### src/rtl/tdm_demux4.sv
// Receive-side TDM demultiplexer: hunts for frame sync, deinterleaves four
// WIDTH-bit slots from a serial line and presents them once per frame.
module tdm_demux4 #(
    parameter int unsigned WIDTH      = 4,
    parameter int unsigned MISS_LIMIT = 2
) (
    input  logic             clk,
    input  logic             rst_n,
    input  logic             en,
    input  logic             din,
    input  logic             frame_sync,
    output logic [WIDTH-1:0] ch0,
    output logic [WIDTH-1:0] ch1,
    output logic [WIDTH-1:0] ch2,
    output logic [WIDTH-1:0] ch3,
    output logic             frame_valid,
    output logic             locked,
    output logic             sync_err
);

    localparam int unsigned BW = (WIDTH > 1) ? $clog2(WIDTH) : 1;
    localparam int unsigned MW = $clog2(MISS_LIMIT + 1);

    typedef enum logic {
        HUNT,
        LOCKED
    } state_t;

    state_t           state_q, state_d;
    logic [BW-1:0]    bit_cnt_q, bit_cnt_d;
    logic [1:0]       slot_cnt_q, slot_cnt_d;
    logic [MW-1:0]    miss_cnt_q, miss_cnt_d;
    logic [WIDTH-1:0] sr_q [4];
    logic [WIDTH-1:0] sr_d [4];
    logic [WIDTH-1:0] ch_q [4];
    logic [WIDTH-1:0] ch_d [4];
    logic             frame_valid_q, frame_valid_d;
    logic             sync_err_q, sync_err_d;
    logic             locked_q, locked_d;

    logic             at_expected;
    logic [MW-1:0]    miss_inc;
    logic             restart;
    logic             advance;
    logic [BW-1:0]    cur_bit;
    logic [1:0]       cur_slot;

    function automatic logic [WIDTH-1:0] shift_in(input logic [WIDTH-1:0] v, input logic b);
        return (v << 1) | WIDTH'(b);
    endfunction

    always_comb begin
        state_d       = state_q;
        bit_cnt_d     = bit_cnt_q;
        slot_cnt_d    = slot_cnt_q;
        miss_cnt_d    = miss_cnt_q;
        sr_d          = sr_q;
        ch_d          = ch_q;
        frame_valid_d = 1'b0;
        sync_err_d    = 1'b0;
        restart       = 1'b0;
        advance       = 1'b0;
        at_expected   = (bit_cnt_q == '0) && (slot_cnt_q == 2'd0);
        miss_inc      = miss_cnt_q + 1'b1;

        if (en) begin
            case (state_q)
                HUNT: begin
                    if (frame_sync) begin
                        restart = 1'b1;
                        state_d = LOCKED;
                    end
                end
                LOCKED: begin
                    if (frame_sync && !at_expected) begin
                        restart    = 1'b1;
                        sync_err_d = 1'b1;
                    end else if (at_expected && !frame_sync) begin
                        if (miss_inc == MW'(MISS_LIMIT)) begin
                            sync_err_d = 1'b1;
                            state_d    = HUNT;
                            bit_cnt_d  = '0;
                            slot_cnt_d = '0;
                            miss_cnt_d = '0;
                        end else begin
                            miss_cnt_d = miss_inc;
                            advance    = 1'b1;
                        end
                    end else begin
                        if (at_expected) miss_cnt_d = '0;
                        advance = 1'b1;
                    end
                end
                default: state_d = HUNT;
            endcase
        end

        // A (re)alignment is an ordinary bit taken at slot 0, bit 0.
        cur_bit  = restart ? '0 : bit_cnt_q;
        cur_slot = restart ? 2'd0 : slot_cnt_q;
        if (restart) miss_cnt_d = '0;

        if (restart || advance) begin
            sr_d[cur_slot] = shift_in(sr_q[cur_slot], din);
            if (cur_bit == BW'(WIDTH - 1)) begin
                bit_cnt_d  = '0;
                slot_cnt_d = cur_slot + 2'd1;
                if (cur_slot == 2'd3) begin
                    ch_d[0]       = sr_q[0];
                    ch_d[1]       = sr_q[1];
                    ch_d[2]       = sr_q[2];
                    ch_d[3]       = shift_in(sr_q[3], din);
                    frame_valid_d = 1'b1;
                end
            end else begin
                bit_cnt_d  = cur_bit + 1'b1;
                slot_cnt_d = cur_slot;
            end
        end

        locked_d = (state_d == LOCKED);
    end

    always_ff @(posedge clk or negedge rst_n) begin
        if (!rst_n) begin
            state_q       <= HUNT;
            bit_cnt_q     <= '0;
            slot_cnt_q    <= '0;
            miss_cnt_q    <= '0;
            sr_q          <= '{default: '0};
            ch_q          <= '{default: '0};
            frame_valid_q <= 1'b0;
            sync_err_q    <= 1'b0;
            locked_q      <= 1'b0;
        end else begin
            state_q       <= state_d;
            bit_cnt_q     <= bit_cnt_d;
            slot_cnt_q    <= slot_cnt_d;
            miss_cnt_q    <= miss_cnt_d;
            sr_q          <= sr_d;
            ch_q          <= ch_d;
            frame_valid_q <= frame_valid_d;
            sync_err_q    <= sync_err_d;
            locked_q      <= locked_d;
        end
    end

    assign ch0         = ch_q[0];
    assign ch1         = ch_q[1];
    assign ch2         = ch_q[2];
    assign ch3         = ch_q[3];
    assign frame_valid = frame_valid_q;
    assign sync_err    = sync_err_q;
    assign locked      = locked_q;

endmodule

### config.mk
export PLATFORM = sky130hd
export DESIGN_NAME = tdm_demux4
export DESIGN_NICKNAME = d
export VERILOG_FILES = /design/src/rtl/tdm_demux4.sv
export SDC_FILE = /design/constraint.sdc
export NUM_CORES = 1
export LEC_CHECK = 0
export CORE_MARGIN = 5
export CORE_UTILIZATION = 59
export DETAILED_ROUTE_END_ITERATION = 10
export PLACE_DENSITY_LB_ADDON = 0.25
export SLEW_MARGIN = 0
export SYNTH_ARGS = -nofsm -noshare
export SYNTH_HDL_FRONTEND = slang
export SYNTH_SLANG_ARGS = --single-unit
export TNS_END_PERCENT = 100
### constraint.sdc
create_clock -name clk -period 3.1 [get_ports clk]
set_input_delay 0.31 -clock clk [delete_from_list [all_inputs] [get_ports clk]]
set_output_delay 0.31 -clock clk [all_outputs]
set_load 0.02 [all_outputs]
==> out/summary.txt, run 1 <==
die width = 67.1 um
io pins = 24
FMAX = 0.437 GHz
vias in the first global route = 1,333
# diodes = 0
FF-to-FF path depth = 3
post-cts gate resize count = 0
post-synthesis mux area share = 16.0%
post-detail-place hpwl = 2860 um
Starting Density = 62.1%
fin crit share = 73.8%
Row Count = 20
Crit Path Category = input port to flip-flop
most frequent cells in the layout = dfrtp_1 (40), clkdlybuf4s50_1 (22), nand2_1 (19)
die height = 67.1 um
post-synthesis compound-gate area fraction = 13.5%
post-route setup TNS = 0 ps
average size of a mapped cell = 11.6 um^2
H-Tree Depth = 2
ys async rst share = 100%
cts hold-fix bufs = 0
CP arrival = 2530 ps
commonest non-fill, non-tap cell in the layout = dfrtp_1
ANT nets after route = 0
fillers = 237
Seq pwr share = 52.8%
share of cells above drive strength 1 = 18.5%
clk buf depth = 2
first-pass GRT wire length = 6640 um
Clk pin slew, worst setup/hold paths = 110 ps
DRT iter0 DRCs = 124
gpl congestion = 0.969
number of synthesized flops with an enable pin = 0
CTS tree = done
syn_nets = 176
RSZ-0062 raised after global routing = false
Critical-path top delay cell = clkdlybuf4s50_1
Worst setup SP type = input port
Synth Area in Simple Gates = 10.3%
via count = 1,340
DRT Wirelength = 3880 um
Setup crit end kind = flip-flop
Worst VDD drop = 363 uV
Mapped Area = 1930 um^2
number of remaining DRC errors = 0
post-synthesis register bit count = 40
Yosys cell types = 32
core area = 3100 um^2
cell-internal power = 891 uW
max_slew headroom = 42.9%
critical-path cell list = clkdlybuf4s50_1, nand2_1, nand2_1, inv_1, ha_1, and3_4, mux2_2
NetSw = 533 uW
Max Cap Viol = 0
Worst-Margin Slew = 857 ps
worst hold path class = input port to async pin
GRT overflow = 0
fin nets = 199
Setup WS post-layout = 813 ps
Comb power frac = 29.8%
die area = 4510 um^2
WL per Instance = 16.7 um
min Tclk post-route = 2290 ps
pre-CTS setup slack = 479 ps
Synth Area in XOR/XNOR = 0%
yosys synthesis warning count = 0
Final Core Density = 70.7%
Syn Inst Count = 166
Num CTS Buffers = 5
Setup Buffers After CTS = 0
Seq/Total Area, Yosys = 52.0%
Port Buffers = 23
power density over cell area = 650 nW/um^2
Sw Share = 37.4%
Total GRT Usage = 20.0%
Worst Path Required = 3340 ps
Static Leak = 1.02 nW
Clock Latency Late Sink = 350 ps
P&R area growth vs syn = 13.9%
final setup violation count = 0
max-slew violations = 0
Worst path max stage delay = 650 ps
clock power share = 17.4%
Hold Vio Cnt, Final = 0
worst-case clock skew = 5.69 ps
cell repeated most along the worst path = nand2_1
largest net degree at the start of global routing = 41
top_reg_cell synth = dfrtp_1
status = finished, final reports clean
root buffer cell = clkbuf_4
Vias per Instance = 5.75
initial antenna violation count = 0
largest family of logic cells by synthesized area = multiplexers
Adder-Cell Fraction of Synth Area = 3.25%
DR pass1 iterations = 4
number of sinks on the clock net = 40
Worst Path Max Fanout = 17
-- cells in the mapped netlist, drive strengths merged, types with 4 or more instances --
cell / n / area [um^2]
dfrtp: 40 / 1000
mux2: 20 / 259
nand2: 19 / 71.3
o21ai: 14 / 70.1
a21oi: 10 / 50.1
inv: 10 / 37.5
nand3: 7 / 35.0
nor2: 7 / 26.3
ha: 5 / 62.6
mux2i: 5 / 50.1
buf: 4 / 47.5
-- power by group through the flow --
stage | registers (mW) | logic, mW | clock network [mW]
floorplan | 0.711 | 0.331 | 0
global placement | 0.756 | 0.409 | 0
detailed placement | 0.761 | 0.421 | 0
CTS | 0.750 | 0.423 | 0.257
global route | 0.768 | 0.471 | 0.285
finish | 0.752 | 0.425 | 0.248
-- stage by stage --
step	instance area [um^2]	power (mW)	instances	hold WS (ps)
finish	2190	1.42	233	51.5
global route	2190	1.52	233	121
CTS	2190	1.43	233	76.0
detailed placement	2150	1.18	226	471
global placement	2150	1.17	226	454
floorplan	1930	1.04	166	14.4
-- layout make-up --
type / count / area [um^2] / area share, %
clock buffers: 6 / 41.3 / 1.88
clock inverters: 1 / 5.00 / 0.228
inverters: 10 / 37.5 / 1.71
multi-input cells: 109 / 828 / 37.8
flip-flops and latches: 40 / 1000 / 45.6
well taps: 44 / 55.1 / 2.51
repair buffers: 23 / 225 / 10.3
-- state kept, by name, indices dropped and copies added (netlist names) --
name,count
sync_err,1
locked,1
miss_cnt_q,2
slot_cnt_q,2
bit_cnt_q,2
frame_valid,1
ch1,4
ch3,4
sr_q,15
ch2,4
ch0,4
-- logic make-up after synthesis --
family,after synthesis
compound gates,40
fa+ha+maj,5
buf+inv,17
flops,40
mux,25
simple gates,39
-- critical path, delay by kind of cell --
| family | cells | cell delay, ps |
|---|---|---|
| fa+ha+maj | 1 | 180 |
| buf+inv | 2 | 780 |
| mux | 1 | 380 |
| simple gates | 3 | 870 |
-- final timing paths --
path                               start            end  slack, ps
setup reg to reg           slot_cnt_q[0]       sr_q[12]        870
max in group asynchronous          rst_n  slot_cnt_q[0]       2510
setup / recovery              frame_sync         ch3[2]        810
hold reg to reg                 sr_q[15]       sr_q[15]        500
min in group clk                sr_q[15]       sr_q[15]        500
hold / removal                     rst_n         ch1[2]         50
-- layer usage --
metal | up-vias | global-route usage [%] | wire length (um)
met5 | - | 0 | 0
li1 | 630 | - | -
met4 | 0 | 7.59 | 72
met3 | 10 | 5.49 | 259
met1 | 647 | 25.5 | 1660
met2 | 53 | 32.4 | 1890
No activity file was read; power rests on OpenSTA's default activity.
==> run 2: changes to the inputs <==
--- a/config.mk
+++ b/config.mk
@@ -6,7 +6,7 @@
 export NUM_CORES = 1
 export LEC_CHECK = 0
 export CORE_MARGIN = 5
-export CORE_UTILIZATION = 59
+export CORE_UTILIZATION = 54
 export DETAILED_ROUTE_END_ITERATION = 10
 export PLACE_DENSITY_LB_ADDON = 0.25
 export SLEW_MARGIN = 0
==> constraint.sdc (replaced) <==
create_clock -name clk -period 2.13 [get_ports clk]
set_input_delay 0.213 -clock clk [delete_from_list [all_inputs] [get_ports clk]]
set_output_delay 0.213 -clock clk [all_outputs]
set_load 0.02 [all_outputs]
==> out/summary.txt, run 2 (same netlist as run 1, synthesis figures left out) <==
final setup violation count = 0
Biggest register = sr_q
DRT iter0 DRCs = 95
Hold Vio Cnt, Final = 0
min Tclk post-route = 1920 ps
DR pass1 iterations = 4
r2r setup slk = 210 ps
die height = 69.7 um
FF-to-FF path depth = 4
commonest non-fill, non-tap cell in the layout = dfrtp_1
Worst setup SP type = flip-flop
RSZ-0062 raised after global routing = false
post-detail-place hpwl = 2960 um
min-delay src = sr_q[7]
Worst VDD drop = 516 uV
number of sinks on the clock net = 40
GRT busiest layer = met2
die area = 4860 um^2
root buffer cell = clkbuf_4
Vias per Instance = 5.57
hold endpoint = sr_q[7]
# diodes = 0
io pins = 24
Worst Path Max Fanout = 5
CTS tree = done
r2r startpoint = slot_cnt_q[0]
vias in the first global route = 1,394
DRT Wirelength = 4030 um
worst-case clock skew = 8.90 ps
worst reg2reg endpoint = slot_cnt_q[0]
Crit Path Category = flip-flop to flip-flop
Static Leak = 1.12 nW
largest net degree at the start of global routing = 41
P&R area growth vs syn = 23.3%
fin nets = 216
fin crit share = 90.2%
ANT nets after route = 0
Port Buffers = 23
gpl congestion = 0.847
post-route setup TNS = 0 ps
Multi-input gate area = 828 um^2
first-pass GRT wire length = 6840 um
met1 Use GR = 22.3%
H-Tree Depth = 2
share of cells above drive strength 1 = 25.6%
GRT overflow = 0
Top delay family on crit path = simple AND/OR/NAND/NOR gates
Row Count = 21
max_slew headroom = 42.1%
Max Cap Viol = 0
Worst path max stage delay = 590 ps
core area = 3390 um^2
Worst Path Required = 2360 ps
grt met3 use = 4.78%
Setup crit end kind = flip-flop
Starting Density = 56.8%
number of remaining DRC errors = 0
initial antenna violation count = 0
most frequent cells in the layout = dfrtp_1 (40), clkdlybuf4s50_1 (22), nand2_1 (19)
max-slew violations = 0
Clk pin slew, worst setup/hold paths = 120 ps
worst hold path class = flip-flop to flip-flop
max reg flops = 15
die width = 69.7 um
total power = 2.35 mW
Final Core Density = 70.1%
Setup Buffers After CTS = 0
status = finished, final reports clean
Worst-Margin Slew = 868 ps
Critical-path top delay cell = or4_4
Total GRT Usage = 17.5%
GRT met2 Usage = 28.6%
power density over cell area = 991 nW/um^2
Num CTS Buffers = 5
via count = 1,410
FMAX = 0.521 GHz
CP arrival = 2150 ps
critical-path cell list = or4_4, or3_1, a21oi_1, o22ai_1
Clock Latency Late Sink = 350 ps
WL per Instance = 15.9 um
FF/Latch Area = 1000 um^2
Worst Path Buf+Inv = 0
worst hold path depth = 2
fillers = 223
clk buf depth = 2
## run 2: cell types whose count changed in the layout (fill, tap and decap cells not counted)
cell           before  now
clkbuf_1            1    0
clkbuf_8            0    2
dlygate4sd3_1       0    1
clkinv_2            1    0
buf_4               0   16
bufinv_16           0    1
## run 2: what timing repair did
action	4_1_cts	5_1_grt
endpoints found under the setup margin	0	0
hold buffers	1	0
endpoints found under the hold margin	16	0
resized for setup	0	0
## run 2: power breakdown
part / total [mW] / internal [mW] / switching [mW]
sequential: 1.05 / 0.901 / 0.146
combinational: 0.747 / 0.342 / 0.405
clock: 0.560 / 0.312 / 0.248
total: 2.35 / 1.55 / 0.799
## run 2: layout make-up
| cell class | count | area share, % |
|---|---|---|
| inverter | 10 | 1.58 |
| clock inverter | 1 | 1.26 |
| clock buffer | 7 | 2.74 |
| timing repair buffer | 40 | 15.0 |
| sequential | 40 | 42.1 |
| multi-input combinational | 109 | 34.9 |
| tap | 46 | 2.42 |
## run 2: worst max path at each step
stage | depth (start not counted) | from | endpoint
after floorplan | 8 | slot_cnt_q[0] | ch0[0]
after global placement | 7 | frame_sync | ch1[3]
after detailed placement | 7 | frame_sync | ch3[3]
after CTS | 4 | slot_cnt_q[0] | slot_cnt_q[1]
after global routing | 4 | slot_cnt_q[0] | slot_cnt_q[0]
final | 4 | slot_cnt_q[0] | slot_cnt_q[0]
## run 2: metal layers
layer	vias to the layer above	routed length [um]
li1	667	-
met1	681	1740
met2	58	1970
met3	4	285
met4	0	40
met5	-	0
## run 2: through the flow
stage	setup WS, ps	hold WS [ps]	area [um^2]	cells
2_1_floorplan	135	-82.6	1930	166
3_5_place_dp	-56.7	378	2270	244
6_report	210	499	2370	253
3_3_place_gp	48.7	354	2270	244
5_1_grt	112	528	2370	253
4_1_cts	244	500	2370	253
## run 2: worst min-delay path, stage by stage, from the launching register on
cell,delay (ps)
dfrtp_1,360
nand2_1,40
o21ai_0,70
==> run 3: changes to the inputs <==
--- a/config.mk
+++ b/config.mk
@@ -5,10 +5,13 @@
 export SDC_FILE = /design/constraint.sdc
 export NUM_CORES = 1
 export LEC_CHECK = 0
+export CORE_ASPECT_RATIO = 0.5
 export CORE_MARGIN = 5
 export CORE_UTILIZATION = 54
+export CTS_CLUSTER_DIAMETER = 100
 export DETAILED_ROUTE_END_ITERATION = 10
 export PLACE_DENSITY_LB_ADDON = 0.25
+export SKIP_CTS_REPAIR_TIMING = 1
 export SLEW_MARGIN = 0
 export SYNTH_ARGS = -nofsm -noshare
 export SYNTH_HDL_FRONTEND = slang
==> out/summary.txt, run 3 (same netlist as run 1, synthesis figures left out) <==
Setup crit end kind = flip-flop
DR pass1 iterations = 4
post-detail-place hpwl = 2940 um
Clk pin slew, worst setup/hold paths = 80 ps
fin crit share = 90.5%
Worst Path Max Fanout = 17
WL per Instance = 15.8 um
via count = 1,415
vias in the first global route = 1,339
pre-CTS setup slack = -103 ps
most frequent cells in the layout = dfrtp_1 (40), clkdlybuf4s50_1 (22), buf_4 (20)
Vias per Instance = 5.42
number of remaining DRC errors = 0
critical-path cell list = clkdlybuf4s50_1, nand2_1, nand2_1, inv_1, ha_1, and3_4, mux2_2
P&R area growth vs syn = 25.8%
# diodes = 0
fillers = 263
gpl congestion = 0.941
max reg flops = 15
FF/Latch Area = 1000 um^2
min Tclk post-route = 1930 ps
Hold Vio Cnt, Final = 0
max_slew headroom = 43.6%
io pins = 24
Crit Path Category = input port to flip-flop
Worst Path Buf+Inv = 2
Multi-input gate area = 828 um^2
core area = 3430 um^2
DRT Wirelength = 4120 um
Num CTS Buffers = 5
Biggest register = sr_q
commonest non-fill, non-tap cell in the layout = dfrtp_1
Static Leak = 1.14 nW
Clock Latency Late Sink = 290 ps
RSZ-0062 raised after global routing = false
worst hold path class = input port to async pin
cell repeated most along the worst path = nand2_1
Max Cap Viol = 0
fin nets = 219
Worst VDD drop = 562 uV
DRT iter0 DRCs = 66
status = finished, final reports clean
power density over cell area = 1000 nW/um^2
die width = 94.5 um
Port Buffers = 23
die height = 52.2 um
Critical-path top delay cell = clkdlybuf4s50_1
Top delay family on crit path = simple AND/OR/NAND/NOR gates
ANT nets after route = 0
number of sinks on the clock net = 40
Final Core Density = 70.5%
share of cells above drive strength 1 = 27.1%
Row Count = 15
largest net degree at the start of global routing = 41
root buffer cell = clkbuf_8
Worst-Margin Slew = 846 ps
FMAX = 0.519 GHz
GRT overflow = 0
clk buf depth = 2
max-slew violations = 0
Worst setup SP type = input port
worst-case clock skew = 6.32 ps
Worst path max stage delay = 520 ps
Setup WS post-layout = 201 ps
H-Tree Depth = 2
CTS tree = done
initial antenna violation count = 0
Worst Path Required = 2310 ps
Starting Density = 56.1%
first-pass GRT wire length = 6900 um
CP arrival = 2100 ps
Total GRT Usage = 18.8%
final setup violation count = 0
die area = 4930 um^2
## run 3: layout make-up
| type | instances | share of cell area (%) |
|---|---|---|
| Clock inverter | 3 | 1.96 |
| Tap cell | 51 | 2.63 |
| Timing Repair Buffer | 43 | 15.5 |
| Clock buffer | 5 | 2.84 |
| Sequential cell | 40 | 41.3 |
| Multi-Input combinational cell | 109 | 34.2 |
| Inverter | 10 | 1.55 |
## run 3: metrics by stage
step | hold WS, ps | setup TNS [ps] | cell area (um^2) | power, mW | instances
detailed placement | 376 | -1120 | 2310 | 1.79 | 253
floorplan | -82.6 | 0 | 1930 | 1.52 | 166
finish | 19.7 | 0 | 2420 | 2.43 | 261
global route | 122 | 0 | 2420 | 2.59 | 261
CTS | 56.1 | 0 | 2420 | 2.44 | 261
global placement | 362 | 0 | 2310 | 1.78 | 253
## run 3: worst paths after layout
kind	start	to	slack, ps	cells past startpoint
min	rst_n	locked	20	1
max reg2reg	slot_cnt_q[0]	sr_q[8]	250	3
min reg2reg	sr_q[7]	sr_q[7]	490	2
max	frame_sync	ch1[3]	200	7
min in group clk	sr_q[7]	sr_q[7]	490	2
max in group asynchronous	rst_n	sr_q[1]	1570	1
## run 3: metal layers
| layer | share of wire [%] | GRT usage (%) |
|---|---|---|
| met1 | 49 | 27.2 |
| met2 | 45 | 27.8 |
| met3 | 5.8 | 5.45 |
| met4 | 0.82 | 4.78 |
| met5 | 0 | 0 |
## run 3: worst register-to-register path, stage by stage, from the launching register on
cell	delay [ps]
dfrtp_1	420
or4_4	560
o211ai_1	390
mux2_2	390
## run 3: power by group
| part | switching, mW | internal [mW] |
|---|---|---|
| clock network | 0.274 | 0.353 |
| registers | 0.149 | 0.901 |
| logic | 0.407 | 0.345 |
